## src/rtl/scan_decoder.sv

```systemverilog
// N-to-2**N one-hot decoder with registered outputs and timed
// scan / one-shot sweep sequencing for digit and strobe multiplexing.
module scan_decoder #(
    parameter int N          = 2,
    parameter int DWELL      = 4,
    parameter bit ACTIVE_LOW = 1'b0
) (
    input  logic            clk,
    input  logic            reset,
    input  logic            e,
    input  logic [1:0]      mode,
    input  logic [N-1:0]    a,
    input  logic            start,
    output logic [2**N-1:0] d,
    output logic [N-1:0]    idx,
    output logic            busy,
    output logic            done
);

    localparam int W   = 2 ** N;
    localparam int DCW = (DWELL > 1) ? $clog2(DWELL) : 1;

    localparam logic [DCW-1:0] DC_LAST  = DCW'(DWELL - 1);
    localparam logic [N-1:0]   IDX_LAST = '1;

    typedef enum logic [1:0] {
        M_DIRECT = 2'b00,
        M_SCAN   = 2'b01,
        M_SWEEP  = 2'b10,
        M_HOLD   = 2'b11
    } mode_e;

    typedef enum logic {
        IDLE  = 1'b0,
        SWEEP = 1'b1
    } state_e;

    logic [N-1:0]   idx_q, idx_d;
    logic [DCW-1:0] dc_q, dc_d;
    logic           en_q;
    mode_e          mode_q;
    state_e         state_q, state_d;
    logic           done_q, done_d;

    logic [W-1:0] d_raw;
    logic [W-1:0] d_act;
    logic         blank;

    always_ff @(posedge clk) begin
        if (reset) begin
            idx_q   <= '0;
            dc_q    <= '0;
            en_q    <= 1'b0;
            mode_q  <= M_DIRECT;
            state_q <= IDLE;
            done_q  <= 1'b0;
        end else begin
            idx_q   <= idx_d;
            dc_q    <= dc_d;
            en_q    <= e;
            mode_q  <= mode_e'(mode);
            state_q <= state_d;
            done_q  <= done_d;
        end
    end

    always_comb begin
        idx_d   = idx_q;
        dc_d    = dc_q;
        state_d = state_q;
        done_d  = 1'b0;
        if (mode != mode_q) begin
            idx_d   = '0;
            dc_d    = '0;
            state_d = IDLE;
        end else begin
            unique case (mode_q)
                M_DIRECT: begin
                    idx_d = a;
                    dc_d  = '0;
                end
                M_SCAN: begin
                    if (e) begin
                        if (dc_q == DC_LAST) begin
                            dc_d  = '0;
                            idx_d = idx_q + 1'b1;
                        end else begin
                            dc_d = dc_q + 1'b1;
                        end
                    end
                end
                M_SWEEP: begin
                    if (state_q == IDLE) begin
                        if (start && e) begin
                            state_d = SWEEP;
                            idx_d   = '0;
                            dc_d    = '0;
                        end
                    end else if (e) begin
                        if (idx_q == IDX_LAST && dc_q == DC_LAST) begin
                            state_d = IDLE;
                            idx_d   = '0;
                            dc_d    = '0;
                            done_d  = 1'b1;
                        end else if (dc_q == DC_LAST) begin
                            dc_d  = '0;
                            idx_d = idx_q + 1'b1;
                        end else begin
                            dc_d = dc_q + 1'b1;
                        end
                    end
                end
                M_HOLD: begin
                end
            endcase
        end
    end

    // Outputs come from registers only, so d never glitches on input edges.
    assign d_raw = en_q ? (W'(1) << idx_q) : '0;
    assign blank = (mode_q == M_SWEEP) && (state_q == IDLE);
    assign d_act = blank ? '0 : d_raw;
    assign d     = ACTIVE_LOW ? ~d_act : d_act;
    assign idx   = idx_q;
    assign busy  = (state_q == SWEEP);
    assign done  = done_q;

endmodule

```

## config.mk

```make
export PLATFORM = sky130hd
export DESIGN_NAME = scan_decoder
export DESIGN_NICKNAME = d
export VERILOG_FILES = /design/src/rtl/scan_decoder.sv
export SDC_FILE = /design/constraint.sdc
export NUM_CORES = 1
export LEC_CHECK = 0
export CORE_MARGIN = 3
export CORE_UTILIZATION = 41
export CTS_CLUSTER_SIZE = 14
export DETAILED_ROUTE_END_ITERATION = 16
export HOLD_SLACK_MARGIN = 0.05
export PLACE_DENSITY = 0.76
export SLEW_MARGIN = 10
export SYNTH_ARGS = -nofsm -noshare
export SYNTH_HDL_FRONTEND = slang
export SYNTH_SLANG_ARGS = --single-unit
```

## constraint.sdc

```tcl
create_clock -name clk -period 1.6 [get_ports clk]
set_input_delay 0.16 -clock clk [delete_from_list [all_inputs] [get_ports clk]]
set_output_delay 0.16 -clock clk [all_outputs]
set_load 0.05 [all_outputs]
```

==> reports/results.ini, run 1 <==
[clocking]
cts_tree = yes
cts_buffer_depth = 2
htreeDepth = 1
cts_sinks = 9
root_buffer = clkbuf_4
numCtsBuffers = 3
path_clk_slew_ps = 60
clock_latency_ps = 260

[global_route]
grt_antenna_before_repair = 0
grt_pass1_wl_um = 2690
grtUsageTotal_pct = 19.0
grt_overflow = 0
grt_pass1_vias = 594
grt_max_degree = 9

[synthesis]
synth-simple-area-share_pct = 24.5
syn_avg_cell_area_um2 = 8.72
synthAdderAreaFrac_pct = 16.9
syn_area_um2 = 593
yosysMostFrequentCell = dfxtp_1
synth_top_family_by_area = simple AND/OR/NAND/NOR gates
ys_ff_latch = 9
yosysWarnings = 0
syn_inst = 68
synth-edff-count = 0
yosysSeqAreaShare_pct = 30.4
yosys.area.top_type = dfxtp_1
post_synth_num_cell_types = 27
synth_top_area_share_pct = 30.4
synth_compound_area_share_pct = 17.9
synth_common_cells = dfxtp_1 (9), ha_1 (8), nand2_1 (6)
synth_flop_cell = dfxtp_1
muxShareOfSynthArea_pct = 1.69
synthXorXnorAreaFrac_pct = 2.95
async_flop_share_pct = 0
synth_area_leaders = dfxtp_1 (30%), ha_1 (17%), a21oi_1 (4.2%)
syn-num-nets = 84

[sta]
fin_skew_ps = 2.26
hold_viol = 0
slew-limit-headroom_pct = 81.6
setup_viol_count_final = 6
tightest_slew_ps = 272
fmaxAchievable_ghz = 0.584
fin_crit_sh_pct = 107
min_period_ps = 1710
rsz0062_at_grt = true
setup_slack_ps = -112
maxSlewViolCount = 0

[die]
die_height_um = 44.0
coreArea_um2 = 1330
rows = 13
start_util_pct = 44.5
fp.dieW_um = 44.0
ios = 16
die_area_um2 = 1940

[finish]
diodes = 0
nNetsFinal = 118
synthToLayoutAreaGrowth_pct = 73.6
layout-drive-gt1-share_pct = 47.5
utilization_pct = 77.2
stdcell_area_um2 = 1030

[critical_path]
start_kind = flop
critPathMaxStageDelay_ps = 470
cp_max_fo = 3
crit_type = reg -> reg
crit_slowest_cell = or4b_1
critPathRequiredTime_ps = 1790
end_kind = flop
arrival_ps = 1900
r2r_slack_ps = -110
crit_chain = buf_6, ha_4, nor2b_4, o32a_4, or4b_1, a21oi_1

[hold_path]
hold_path.class = reg -> reg

[outcome]
status = finished, violations left
violations = negative setup slack

[place]
dp_hpwl_um = 1110
gp_congestion = 0.868
place.port_buffers = 15
placed_area_um2 = 851

[routing]
firstDrtPassIters = 4
wl_per_cell_um = 15.3
drtIter0Drc = 19
vias = 641
ant_nets = 0
drt_wl_total_um = 1770
via_per_inst = 5.53
drc = 0

[power_and_ir_drop]
peakVddDrop_mv = 0.357
power_density_nw_per_um2 = 566
leakage_nw = 0.426

[run]
drv_cap = 0

stage by stage:
step,power [W],setup slack [ps],setup TNS (ps),std cells,hold slack [ps]
after global routing,0.000610,-160,-890,116,492
after detailed placement,0.000366,-163,-176,105,458
after global placement,0.000362,-120,-120,105,451
after floorplan,0.000307,-88.9,-88.9,68,224
after CTS,0.000575,-98.2,-481,116,467
final,0.000583,-112,-539,116,473
worst max-delay path: cells and delay by family, from the launching register on:
family                   cells  cell delay, ps
AND/OR/NAND/NOR              2             600
flip-flops                   1             340
AO/OA/AOI/OAI                2             450
buffers and inverters        1             120
adder cells (fa/ha/maj)      1             150
logic make-up after synthesis:
| family | Yosys count |
|---|---|
| adder cells (fa/ha/maj) | 8 |
| XOR/XNOR | 2 |
| flip-flops | 9 |
| buffers and inverters | 7 |
| AND/OR/NAND/NOR | 27 |
| multiplexers | 1 |
| AO/OA/AOI/OAI | 14 |
path summary, 6_finish.rpt:
check | from | endpoint | cells past startpoint
max | mode_q[0] | dc_q[1] | 6
min | dc_q[1] | dc_q[1] | 2
max reg2reg | mode_q[0] | dc_q[1] | 6
min reg2reg | dc_q[1] | dc_q[1] | 2
sequential cells by signal, indices dropped and copies added (netlist names):
name,flops
en_q,1
done,1
dc_q,2
busy,1
idx,2
mode_q,2
power breakdown:
part	leakage [nW]	switching [W]	internal (W)
logic	0.336	0.0000772	0.0000928
registers	0.0757	0.00000809	0.000230
clock network	0.0150	0.0000784	0.0000961
metal layers:
metal	up-vias	track usage, %	routed length (um)	part of all wire (%)
met2	26	34.3	918	52
met3	10	5.28	77	4.3
li1	305	-	-	-
met4	0	7.83	86	4.8
met1	300	20.7	692	39
met5	-	0	0	0
placed cells by master (no fill, tap or decap), types with 3 or more instances in the layout:
| cell | instances |
|---|---|
| a21oi_1 | 5 |
| and2_4 | 4 |
| buf_12 | 4 |
| buf_4 | 17 |
| buf_6 | 3 |
| clkbuf_4 | 3 |
| clkdlybuf4s50_1 | 7 |
| dfxtp_1 | 4 |
| dfxtp_2 | 4 |
| ha_1 | 5 |
| ha_4 | 3 |
| inv_1 | 3 |
| nand2_1 | 6 |
| nor2_1 | 4 |
| nor2b_1 | 3 |
timing repair:
| action | CTS | global route |
|---|---|---|
| buffers inserted | 7 | 0 |
| hold buffers | 0 | 0 |
| setup endpoints to repair | 5 | 9 |
| cloned | 0 | 0 |
| resized for setup | 20 | 7 |
| pin swaps | 4 | 2 |
area by class of cell:
| type | count | area [um^2] |
|---|---|---|
| clock buffer | 4 | 26.3 |
| inverter | 5 | 21.3 |
| fill | 91 | 304 |
| sequential | 9 | 189 |
| tap | 15 | 18.8 |
| multi-input combinational | 52 | 463 |
| timing repair buffer | 31 | 312 |
Note: power is estimated with default switching activity, not from simulation.
==> inputs of run 2 (changes only) <==
CORE_MARGIN = default   (was 3)
==> reports/results.ini, run 2 (synthesis gave the netlist of run 1 again) <==
[outcome]
status = finished, violations left
violations = negative setup slack

[power_and_ir_drop]
peakVddDrop_mv = 0.463  ; +30%
power_density_nw_per_um2 = 575  ; +1.6%
p_total_w = 0.000565  ; -3.0%
leakage_nw = 0.413  ; -3.0%

[critical_path]
arrival_ps = 1530  ; -370 ps
start_kind = flop
cp_max_fo = 4  ; +1
end_kind = output port
crit_type = reg -> out
critPathRequiredTime_ps = 1440  ; -350 ps

[sta]
whs_ps = 488  ; +15.2 ps
fmaxAchievable_ghz = 0.593  ; +1.6%
fin_skew_ps = 8.08  ; +5.82 ps
tightest_slew_ps = 315  ; +43.6 ps
fin_crit_sh_pct = 105  ; -1.6 points
min_period_ps = 1690  ; -26.3 ps
slew-limit-headroom_pct = 78.7  ; -2.9 points
setup_viol_count_final = 5  ; -1
rsz0062_at_grt = true
hold_viol = 0  ; unchanged
maxSlewViolCount = 0  ; unchanged
setup_slack_ps = -85.5  ; +26.3 ps

[routing]
ant_nets = 0  ; unchanged
drtIter0Drc = 18  ; -1
drt_wl_total_um = 1440  ; -19%
wl_per_cell_um = 12.7  ; -17%
vias = 603  ; -5.9%
drc = 0  ; unchanged
firstDrtPassIters = 4  ; unchanged
via_per_inst = 5.29  ; -4.3%

[clocking]
numCtsBuffers = 3  ; unchanged
cts_buffer_depth = 2  ; unchanged
htreeDepth = 1  ; unchanged
clock_latency_ps = 260  ; about the same
root_buffer = clkbuf_4
cts_sinks = 9  ; unchanged
holdBufCountCts = 0  ; unchanged
path_clk_slew_ps = 70  ; about the same
cts_tree = yes

[run]
drv_cap = 0  ; unchanged

[die]
rows = 13  ; unchanged
die_area_um2 = 1600  ; -17%
fp.dieW_um = 40.0  ; -9.1%
coreArea_um2 = 1320  ; -1.2%
ios = 16  ; unchanged
start_util_pct = 45.0  ; +0.55 points
die_height_um = 40.0  ; -9.1%

[place]
dp_cells = 107  ; +1.9%
place.port_buffers = 15  ; unchanged
gp_congestion = 0.743  ; -14%
dp_hpwl_um = 1070  ; -4.0%
pre_cts_ws_ps = -177  ; -14.0 ps

[finish]
fill_cells = 95  ; +4.4%
synthToLayoutAreaGrowth_pct = 65.8
layout-drive-gt1-share_pct = 44.4  ; -3.1 points
mostFrequentLayoutCell = buf_4
final_cell_mix = buf_4 (16), clkdlybuf4s50_1 (7), nand2_1 (6), ha_1 (6)
nNetsFinal = 116  ; -1.7%
final_cells = 114  ; -1.7%
utilization_pct = 74.6  ; -2.6 points
diodes = 0  ; unchanged

[global_route]
grt_overflow = 0  ; unchanged
grt_pass1_wl_um = 2420  ; -10%
grt_antenna_before_repair = 0  ; unchanged
grt_pass1_vias = 607  ; +2.2%
grt_max_degree = 9  ; unchanged
grtUsageTotal_pct = 23.5  ; +4.4 points

[hold_path]
hold_path.class = reg -> reg

-- run 2: critical path, stage by stage (launching register included) --
cell and delay, ps:
dfxtp_4 350, buf_6 110, ha_4 160, buf_6 120, a21boi_2 100, buf_4 140, and2_4 150, buf_12 130
-- run 2: area by class of cell --
| cell class | count | area, um^2 | share of cell area, % |
|---|---|---|---|
| timing repair buffer | 29 | 293 | 29.8 |
| clock buffer | 4 | 26.3 | 2.67 |
| tap | 15 | 18.8 | 1.91 |
| inverter | 5 | 18.8 | 1.91 |
| multi-input combinational | 52 | 438 | 44.5 |
| sequential | 9 | 189 | 19.2 |
-- run 2: stage by stage --
stage	TNS [ps]	instance area [um^2]
6_report	-405	983
3_5_place_dp	-191	866
5_1_grt	-638	983
2_1_floorplan	-88.9	599
4_1_cts	-415	961
3_3_place_gp	-120	866
-- run 2: power breakdown --
| group | switching (W) | leakage (nW) | internal, W | total [W] |
|---|---|---|---|---|
| Clock | 0.0000822 | 0.0150 | 0.0000961 | 0.000178 |
| Sequential | 0.00000654 | 0.0757 | 0.000230 | 0.000237 |
| Combinational | 0.0000659 | 0.323 | 0.0000845 | 0.000150 |
| Total | 0.000155 | 0.413 | 0.000411 | 0.000565 |
-- run 2: final timing paths --
path              from       to  slack (ps)  cells past startpoint
max          mode_q[1]     d[2]         -90                      7
min            dc_q[0]  dc_q[0]         490                      2
max reg2reg  mode_q[1]  dc_q[1]         -80                      6
min reg2reg    dc_q[0]  dc_q[0]         490                      2
-- run 2: timing repair --
action / 4_1_cts / 5_1_grt
hold endpoints to repair: 0 / 0
buffers inserted: 3 / 0
pin swaps: 5 / 1
endpoints found under the setup margin: 5 / 7
gates resized for setup: 15 / 4
-- run 2: per-layer routing --
layer	part of all wire [%]	wire, um	global-route usage (%)
met2	51	730	43.1
met5	0	0	0
met3	5.5	79	3.89
met4	3.8	55	17.2
met1	40	578	23.3
